$ cat src/rtl/mips_multicycle_core_if.sv
// Shared instruction/data memory port for the multi-cycle MIPS core.
// The core drives the master side (req/we/addr/wdata); memory drives rdata/ack.
interface mips_multicycle_core_if #(
    parameter int ADDR_WIDTH = 32
);
    logic                  req;
    logic                  we;
    logic [ADDR_WIDTH-1:0] addr;
    logic [31:0]           wdata;
    logic [31:0]           rdata;
    logic                  ack;

    modport master (output req, we, addr, wdata, input rdata, ack);
    modport slave  (input req, we, addr, wdata, output rdata, ack);
endinterface

$ cat src/rtl/mips_multicycle_core.sv
// Multi-cycle MIPS32 integer core (add/sub/and/or/slt, addi, lw, sw, beq, j) on one req/ack memory port.
// Define MIPS_MC_ILLEGAL_TRAP_EN to halt on illegal opcodes/functs; otherwise they retire as NOPs.
module mips_multicycle_core #(
    parameter logic [31:0] RESET_PC   = 32'h0000_0000,
    parameter int          ADDR_WIDTH = 32
) (
    input  logic                   clk,
    input  logic                   rst,
    mips_multicycle_core_if.master mem,
    output logic [31:0]            pc_o,
    output logic                   instr_retired,
    output logic                   halted
);

    localparam logic [5:0] OP_RTYPE = 6'b000000;
    localparam logic [5:0] OP_ADDI  = 6'b001000;
    localparam logic [5:0] OP_LW    = 6'b100011;
    localparam logic [5:0] OP_SW    = 6'b101011;
    localparam logic [5:0] OP_BEQ   = 6'b000100;
    localparam logic [5:0] OP_J     = 6'b000010;

    localparam logic [5:0] FN_ADD = 6'b100000;
    localparam logic [5:0] FN_SUB = 6'b100010;
    localparam logic [5:0] FN_AND = 6'b100100;
    localparam logic [5:0] FN_OR  = 6'b100101;
    localparam logic [5:0] FN_SLT = 6'b101010;

    typedef enum logic [3:0] {
        S_START,
        S_FETCH,
        S_DECODE,
        S_EXEC_R,
        S_WB_R,
        S_EXEC_I,
        S_WB_I,
        S_MEM_ADDR,
        S_MEM_RD,
        S_WB_MEM,
        S_MEM_WR,
        S_BRANCH,
        S_JUMP,
        S_ILLEGAL,
        S_HALT
    } state_t;

    state_t state, state_next;

    logic [31:0] pc;
    logic [31:0] ir;
    logic [31:0] mdr;
    logic [31:0] a_reg;
    logic [31:0] b_reg;
    logic [31:0] alu_out;
    logic [31:0] regs [32];

    logic [5:0]         op;
    logic [5:0]         funct;
    logic [4:0]         rs;
    logic [4:0]         rt;
    logic [4:0]         rd;
    logic signed [31:0] imm_sext;
    logic [25:0]        target;
    logic [31:0]        rs_val;
    logic [31:0]        rt_val;

    logic        rf_we;
    logic [4:0]  rf_waddr;
    logic [31:0] rf_wdata;
    logic        retire;

    function automatic logic funct_legal(input logic [5:0] fn);
        funct_legal = (fn == FN_ADD) || (fn == FN_SUB) || (fn == FN_AND) ||
                      (fn == FN_OR)  || (fn == FN_SLT);
    endfunction

    // All arithmetic wraps; slt compares as two's complement.
    function automatic logic [31:0] alu_r(input logic [31:0] x, input logic [31:0] y,
                                          input logic [5:0] fn);
        logic signed [31:0] xs;
        logic signed [31:0] ys;
        xs    = $signed(x);
        ys    = $signed(y);
        alu_r = 32'd0;
        case (fn)
            FN_ADD:  alu_r = x + y;
            FN_SUB:  alu_r = x - y;
            FN_AND:  alu_r = x & y;
            FN_OR:   alu_r = x | y;
            FN_SLT:  alu_r = {31'd0, (xs < ys)};
            default: alu_r = 32'd0;
        endcase
    endfunction

    assign op       = ir[31:26];
    assign rs       = ir[25:21];
    assign rt       = ir[20:16];
    assign rd       = ir[15:11];
    assign funct    = ir[5:0];
    assign target   = ir[25:0];
    assign imm_sext = {{16{ir[15]}}, ir[15:0]};

    assign rs_val = (rs == 5'd0) ? 32'd0 : regs[rs];
    assign rt_val = (rt == 5'd0) ? 32'd0 : regs[rt];

    assign pc_o          = pc;
    assign instr_retired = retire;

`ifdef MIPS_MC_ILLEGAL_TRAP_EN
    assign halted = (state == S_HALT);
`else
    assign halted = 1'b0;
`endif

    always_ff @(posedge clk or negedge rst) begin
        if (!rst) begin
            state <= S_START;
        end else begin
            state <= state_next;
        end
    end

    // Bus outputs are pure decodes of state and registers, so they hold steady across wait states.
    always_comb begin
        state_next = state;
        mem.req    = 1'b0;
        mem.we     = 1'b0;
        mem.addr   = '0;
        mem.wdata  = 32'd0;
        retire     = 1'b0;
        case (state)
            S_START: state_next = S_FETCH;
            S_FETCH: begin
                mem.req  = 1'b1;
                mem.addr = pc[ADDR_WIDTH-1:0];
                if (mem.ack) state_next = S_DECODE;
            end
            S_DECODE: begin
                case (op)
                    OP_RTYPE:     state_next = S_EXEC_R;
                    OP_ADDI:      state_next = S_EXEC_I;
                    OP_LW, OP_SW: state_next = S_MEM_ADDR;
                    OP_BEQ:       state_next = S_BRANCH;
                    OP_J:         state_next = S_JUMP;
                    default:      state_next = S_ILLEGAL;
                endcase
            end
            S_EXEC_R: state_next = funct_legal(funct) ? S_WB_R : S_ILLEGAL;
            S_WB_R: begin
                retire     = 1'b1;
                state_next = S_FETCH;
            end
            S_EXEC_I: state_next = S_WB_I;
            S_WB_I: begin
                retire     = 1'b1;
                state_next = S_FETCH;
            end
            S_MEM_ADDR: state_next = (op == OP_LW) ? S_MEM_RD : S_MEM_WR;
            S_MEM_RD: begin
                mem.req  = 1'b1;
                mem.addr = alu_out[ADDR_WIDTH-1:0];
                if (mem.ack) state_next = S_WB_MEM;
            end
            S_WB_MEM: begin
                retire     = 1'b1;
                state_next = S_FETCH;
            end
            S_MEM_WR: begin
                mem.req   = 1'b1;
                mem.we    = 1'b1;
                mem.addr  = alu_out[ADDR_WIDTH-1:0];
                mem.wdata = b_reg;
                if (mem.ack) begin
                    retire     = 1'b1;
                    state_next = S_FETCH;
                end
            end
            S_BRANCH, S_JUMP: begin
                retire     = 1'b1;
                state_next = S_FETCH;
            end
`ifdef MIPS_MC_ILLEGAL_TRAP_EN
            S_ILLEGAL: state_next = S_HALT;
            S_HALT:    state_next = S_HALT;
`else
            S_ILLEGAL: begin
                retire     = 1'b1;
                state_next = S_FETCH;
            end
            S_HALT: state_next = S_FETCH;
`endif
            default: state_next = S_START;
        endcase
    end

    always_comb begin
        rf_we    = 1'b0;
        rf_waddr = 5'd0;
        rf_wdata = alu_out;
        case (state)
            S_WB_R: begin
                rf_we    = 1'b1;
                rf_waddr = rd;
            end
            S_WB_I: begin
                rf_we    = 1'b1;
                rf_waddr = rt;
            end
            S_WB_MEM: begin
                rf_we    = 1'b1;
                rf_waddr = rt;
                rf_wdata = mdr;
            end
            default: rf_we = 1'b0;
        endcase
    end

    // pc already points past the instruction when BRANCH/JUMP run.
    always_ff @(posedge clk or negedge rst) begin
        if (!rst) begin
            pc      <= RESET_PC;
            ir      <= 32'd0;
            mdr     <= 32'd0;
            a_reg   <= 32'd0;
            b_reg   <= 32'd0;
            alu_out <= 32'd0;
            for (int i = 0; i < 32; i++) regs[i] <= 32'd0;
        end else begin
            case (state)
                S_FETCH: begin
                    if (mem.ack) begin
                        ir <= mem.rdata;
                        pc <= pc + 32'd4;
                    end
                end
                S_DECODE: begin
                    a_reg <= rs_val;
                    b_reg <= rt_val;
                end
                S_EXEC_R:             alu_out <= alu_r(a_reg, b_reg, funct);
                S_EXEC_I, S_MEM_ADDR: alu_out <= a_reg + imm_sext;
                S_MEM_RD: begin
                    if (mem.ack) mdr <= mem.rdata;
                end
                S_BRANCH: begin
                    if (a_reg == b_reg) pc <= pc + {imm_sext[29:0], 2'b00};
                end
                S_JUMP:  pc <= {pc[31:28], target, 2'b00};
                default: pc <= pc;
            endcase
            if (rf_we && (rf_waddr != 5'd0)) regs[rf_waddr] <= rf_wdata;
        end
    end

endmodule
$ cat src/flat_wrapper.sv
// flat-port wrapper written by rule: the top's interface ports become plain ports
module mips_multicycle_core_flat 
#(
    parameter logic [31:0] RESET_PC   = 32'h0000_0000,
    parameter int          ADDR_WIDTH = 32
)
  (clk, rst, pc_o, instr_retired, halted, mem_req, mem_we, mem_addr, mem_wdata, mem_rdata, mem_ack);
  mips_multicycle_core_if #(.ADDR_WIDTH(ADDR_WIDTH)) mem_i ();
  input  logic clk;
  input  logic rst;
  output logic [31:0] pc_o;
  output logic instr_retired;
  output logic halted;
  output wire logic [$bits(mem_i.req)-1:0] mem_req;
  output wire logic [$bits(mem_i.we)-1:0] mem_we;
  output wire logic [$bits(mem_i.addr)-1:0] mem_addr;
  output wire logic [$bits(mem_i.wdata)-1:0] mem_wdata;
  input wire logic [$bits(mem_i.rdata)-1:0] mem_rdata;
  input wire logic [$bits(mem_i.ack)-1:0] mem_ack;
  assign mem_req = mem_i.req;
  assign mem_we = mem_i.we;
  assign mem_addr = mem_i.addr;
  assign mem_wdata = mem_i.wdata;
  assign mem_i.rdata = mem_rdata;
  assign mem_i.ack = mem_ack;
  mips_multicycle_core #(.RESET_PC(RESET_PC), .ADDR_WIDTH(ADDR_WIDTH)) u_core (.clk(clk), .rst(rst), .mem(mem_i), .pc_o(pc_o), .instr_retired(instr_retired), .halted(halted));
endmodule
$ cat config.mk
export PLATFORM = sky130hd
export DESIGN_NAME = mips_multicycle_core_flat
export DESIGN_NICKNAME = d
export VERILOG_FILES = /design/src/rtl/mips_multicycle_core_if.sv /design/src/rtl/mips_multicycle_core.sv /design/src/flat_wrapper.sv
export SDC_FILE = /design/constraint.sdc
export NUM_CORES = 2
export LEC_CHECK = 0
export BUFFER_PORTS_ARGS = -buffer_cell sky130_fd_sc_hd__buf_2
export CORE_MARGIN = 2
export CORE_UTILIZATION = 45
export CTS_BUF_LIST = sky130_fd_sc_hd__clkbuf_4 sky130_fd_sc_hd__clkbuf_8
export CTS_CLUSTER_SIZE = 25
export DETAILED_ROUTE_END_ITERATION = 12
export PLACE_DENSITY_LB_ADDON = 0.2
export SYNTH_ARGS = -nofsm -noshare
export SYNTH_HDL_FRONTEND = slang
export SYNTH_SLANG_ARGS = --single-unit
$ cat constraint.sdc
create_clock -name clk -period 4.4 [get_ports clk]
set_clock_uncertainty 0.1 [all_clocks]
set_input_delay 0.66 -clock clk [delete_from_list [all_inputs] [get_ports clk]]
set_output_delay 0.66 -clock clk [all_outputs]
set_load 0.02 [all_outputs]
==> qor.yml <==
run_status:
  outcome: "finished, final reports clean"
sta:
  tightest_slew_ns: 1.29
  finalSetupViolCount: 0
  rsz0062_at_grt: "false"
  tns_ns: 0
  post-route-period-util_pct: 93.2
  slew_headroom_pct: 12.2
  max_freq_mhz: 244
  period_minus_slack_ns: 4.10
  hold_ws_ns: 0.188
  slew_violations: 0
  hold_viol: 0
grt:
  grt_first_pass_wirelength_um: 361000
  grt_use_total_pct: 31.0
  antenna_found_initial: 7
  grt_pass1_vias: 54793
  overflow: 0
  grt_max_degree: 146
synthesis:
  yosys.area_share.simple_pct: 9.77
  async_reset_ff_share_pct: 100
  ys.flop_type: "dfrtp_1"
  yosys_warnings: 0
  yosys.area_share.xor_xnor_pct: 0.958
  syn_area_um2: 68600
  synthAdderAreaFrac_pct: 3.24
  synth_top_family_by_area: "multiplexers"
  synth_mux_area_share_pct: 19.9
  synth_common_cells: "1218 x dfrtp_1, 865 x a21oi_1, 725 x nor2_1"
  yosysSeqAreaShare_pct: 44.4
  ys_ff_latch: 1218
  synth_edf_count: 0
  syn_area_per_cell_um2: 10.2
  yosysTopAreaCell: "dfrtp_1"
  synth_compound_area_share_pct: 17.4
  syn_inst: 6730
  synth_top_area_share_pct: 44.4
  synth_area_leaders: "dfrtp_1 44%, mux4_2 13%, a21oi_1 6.3%"
  synth.most_common_cell: "dfrtp_1"
  synth_cell_types: 91
clock_tree:
  clock_latency_ns: 0.98
  clockBufferDepth: 3
  clock_sinks: 1218
  cts_made_buffers: 206
  htreeDepth: 4
  cts.reportedPaths.clkPinSlew_ns: 0.07
  cts_tree: "built"
  cts_root_buffer: "clkbuf_8"
route:
  drt_iter0_drc: 5686
  routed_wl_um: 242000
  detail_route.first_pass.iterations: 8
  num_vias: 55331
  viasPerCell: 6.22
  wire_per_inst_um: 27.2
  ant_nets: 0
  drc: 0
pwr:
  cellPowerDensity_nw_per_um2: 728
  ir_worst_vdd_uv: 367
  p_clk_share_pct: 20.3
  comb_power_share_pct: 49.3
  seq_power_share_pct: 30.3
  leakage_nw: 33.9
  p_int_mw: 31.0
  swShare_pct: 44.8
  power_mw: 56.2
  power_switching_mw: 25.2
placed_design:
  detailed_place_hpwl_um: 152000
  gp_congestion: 0.955
  dpl-instance-area_um2: 72200
  io_buffers: 131
floorplan:
  ios: 135
  die_h_um: 394
  core_um2: 152000
  die_area_um2: 156000
  placementRows: 143
  die_x_um: 394
  start_util_pct: 45.2
final_layout:
  largest_reg_flops: 1024
  final_area_um2: 77200
  area_growth_pct: 12.5
  nFillCells: 13740
  drive_gt1_share_pct: 20.6
  fin_nets: 6897
  largest_register: "u_core.regs"
critical_path:
  worst_path_max_delay_cell: "a2111oi_0"
  worstSetupEndpointType: "flip-flop"
  critPathArrivalTime_ns: 4.81
  crit_fanout: 40
  crit_chain: "nand2b_2 -> buf_4 -> nor3_1 -> fa_1 -> a211oi_1 -> o21a_1 -> o2111ai_1 -> a41oi_2 -> o31ai_4 -> a21o_1 -> a221oi_1 -> a2111oi_0 -> nor3_1"
  cp-start-kind: "flip-flop"
  r2r-start: "u_core.state[2]$_DFFE_PN0P_"
  cpMostUsedCell: "nor3_1"
  slowest_delay_ns: 0.46
  critPathKind: "flip-flop to flip-flop"
  cp.required_ns: 5.11
  critPathLaunch: "u_core.state[2]$_DFFE_PN0P_"
worst_hold_path:
  holdCritPathClass: "primary input to async pin"
job:
  maxCapViolCount: 0
-- stage by stage --
step | instances | utilization, % | setup WS (ns)
5_1_grt | 8891 | 50.9 | 0.0348
4_1_cts | 8890 | 50.8 | 0.189
3_3_place_gp | 8476 | 47.6 | 0.181
6_report | 8891 | 50.9 | 0.299
3_5_place_dp | 8476 | 47.6 | 0.238
2_1_floorplan | 6732 | - | 0.310
-- power by group through the flow --
stage | Sequential (mW) | Combinational, mW | Clock, mW
floorplan | 15.6 | 19.0 | 0
global route | 17.3 | 29.7 | 12.1
CTS | 16.9 | 27.3 | 11.6
detailed placement | 17.1 | 27.2 | 0
finish | 17.0 | 27.7 | 11.4
global placement | 17.0 | 27.0 | 0
-- cells by family after synthesis --
family,Yosys count
multiplexers,852
AO/OA/AOI/OAI,2065
adder cells (fa/ha/maj),175
buffers and inverters,740
flip-flops,1218
AND/OR/NAND/NOR,1604
other,1
XOR/XNOR,75
-- critical path, delay by kind of cell (launching register included) --
family                     cells  cell delay [ns]
AOI/OAI and AO/OA              8             2.08
and+or+nand+nor                3             0.74
DFF                            1             0.38
buffers and inverters          1             0.33
adders and majority gates      1             0.31
-- area by class of cell --
| cell class | instances | area [um2] | area share (%) |
|---|---|---|---|
| Tap cell | 2030 | 2540 | 3.29 |
| Clock inverter | 50 | 569 | 0.738 |
| Sequential cell | 1218 | 30500 | 39.5 |
| Inverter | 102 | 383 | 0.496 |
| Clock buffer | 331 | 4090 | 5.30 |
| Multi-Input combinational cell | 4774 | 35600 | 46.2 |
| Timing Repair Buffer | 385 | 3440 | 4.45 |
| Antenna cell | 1 | 2.50 | 0.00324 |
-- per-layer routing --
metal	up-vias	part of all wire, %	track usage (%)
li1	24512	-	-
met1	27932	43	43.8
met2	2369	45	47.4
met3	510	8.0	5.91
met4	8	3.7	11.7
met5	-	0.019	0
-- repair_timing --
item | 4_1_cts | 5_1_grt
endpoints found under the setup margin | 0 | 2
buffers inserted | 0 | 0
hold endpoints to repair | 134 | 0
hold buffers | 33 | 0
resized for setup | 0 | 2
-- final timing paths --
kind / end / depth (start not counted) / slack, ns
max: u_core.pc_o[26]$_DFFE_PN0P_ / 13 / 0.30
min: u_core.regs[598]$_DFFE_PN0P_ / 2 / 0.19
max reg2reg: u_core.pc_o[26]$_DFFE_PN0P_ / 13 / 0.30
min reg2reg: u_core.regs[1007]$_DFFE_PN0P_ / 0 / 0.30
max in group asynchronous: u_core.regs[357]$_DFFE_PN0P_ / 3 / 2.71
min in group clk: u_core.state[1]$_DFFE_PN0P_ / 4 / 0.21
-- cell usage in the layout (no fill, tap or decap), types with 15 or more instances in the layout --
master         Yosys  final
a211oi_1          27     27
a21o_1            49     49
a21oi_1          865    865
a221oi_1          28     28
a22o_1            50     50
and2_1            26     26
buf_12             0     63
buf_2             88    130
buf_4              8    159
clkbuf_4           0     74
clkbuf_8           0    257
clkinv_2           0     26
dfrtp_1         1218   1207
dlygate4sd3_1      0     33
ha_1             171    171
inv_1             94     94
mux2_2           152    152
mux2i_1          304    272
mux2i_2            0     31
mux4_2           395    395
nand2_1          570    556
nand2b_1          23     20
nand3_1           28     27
nor2_1           725    723
nor2_4             0     15
nor2b_1           22     20
nor3_1           112    109
o21ai_0          532    532
o21ai_1          110    110
o21bai_1          21     21
o221ai_1          91     91
o22ai_1          163    163
xnor2_1           50     50
xor2_1            25     25
(Power assumes the default switching activity.)
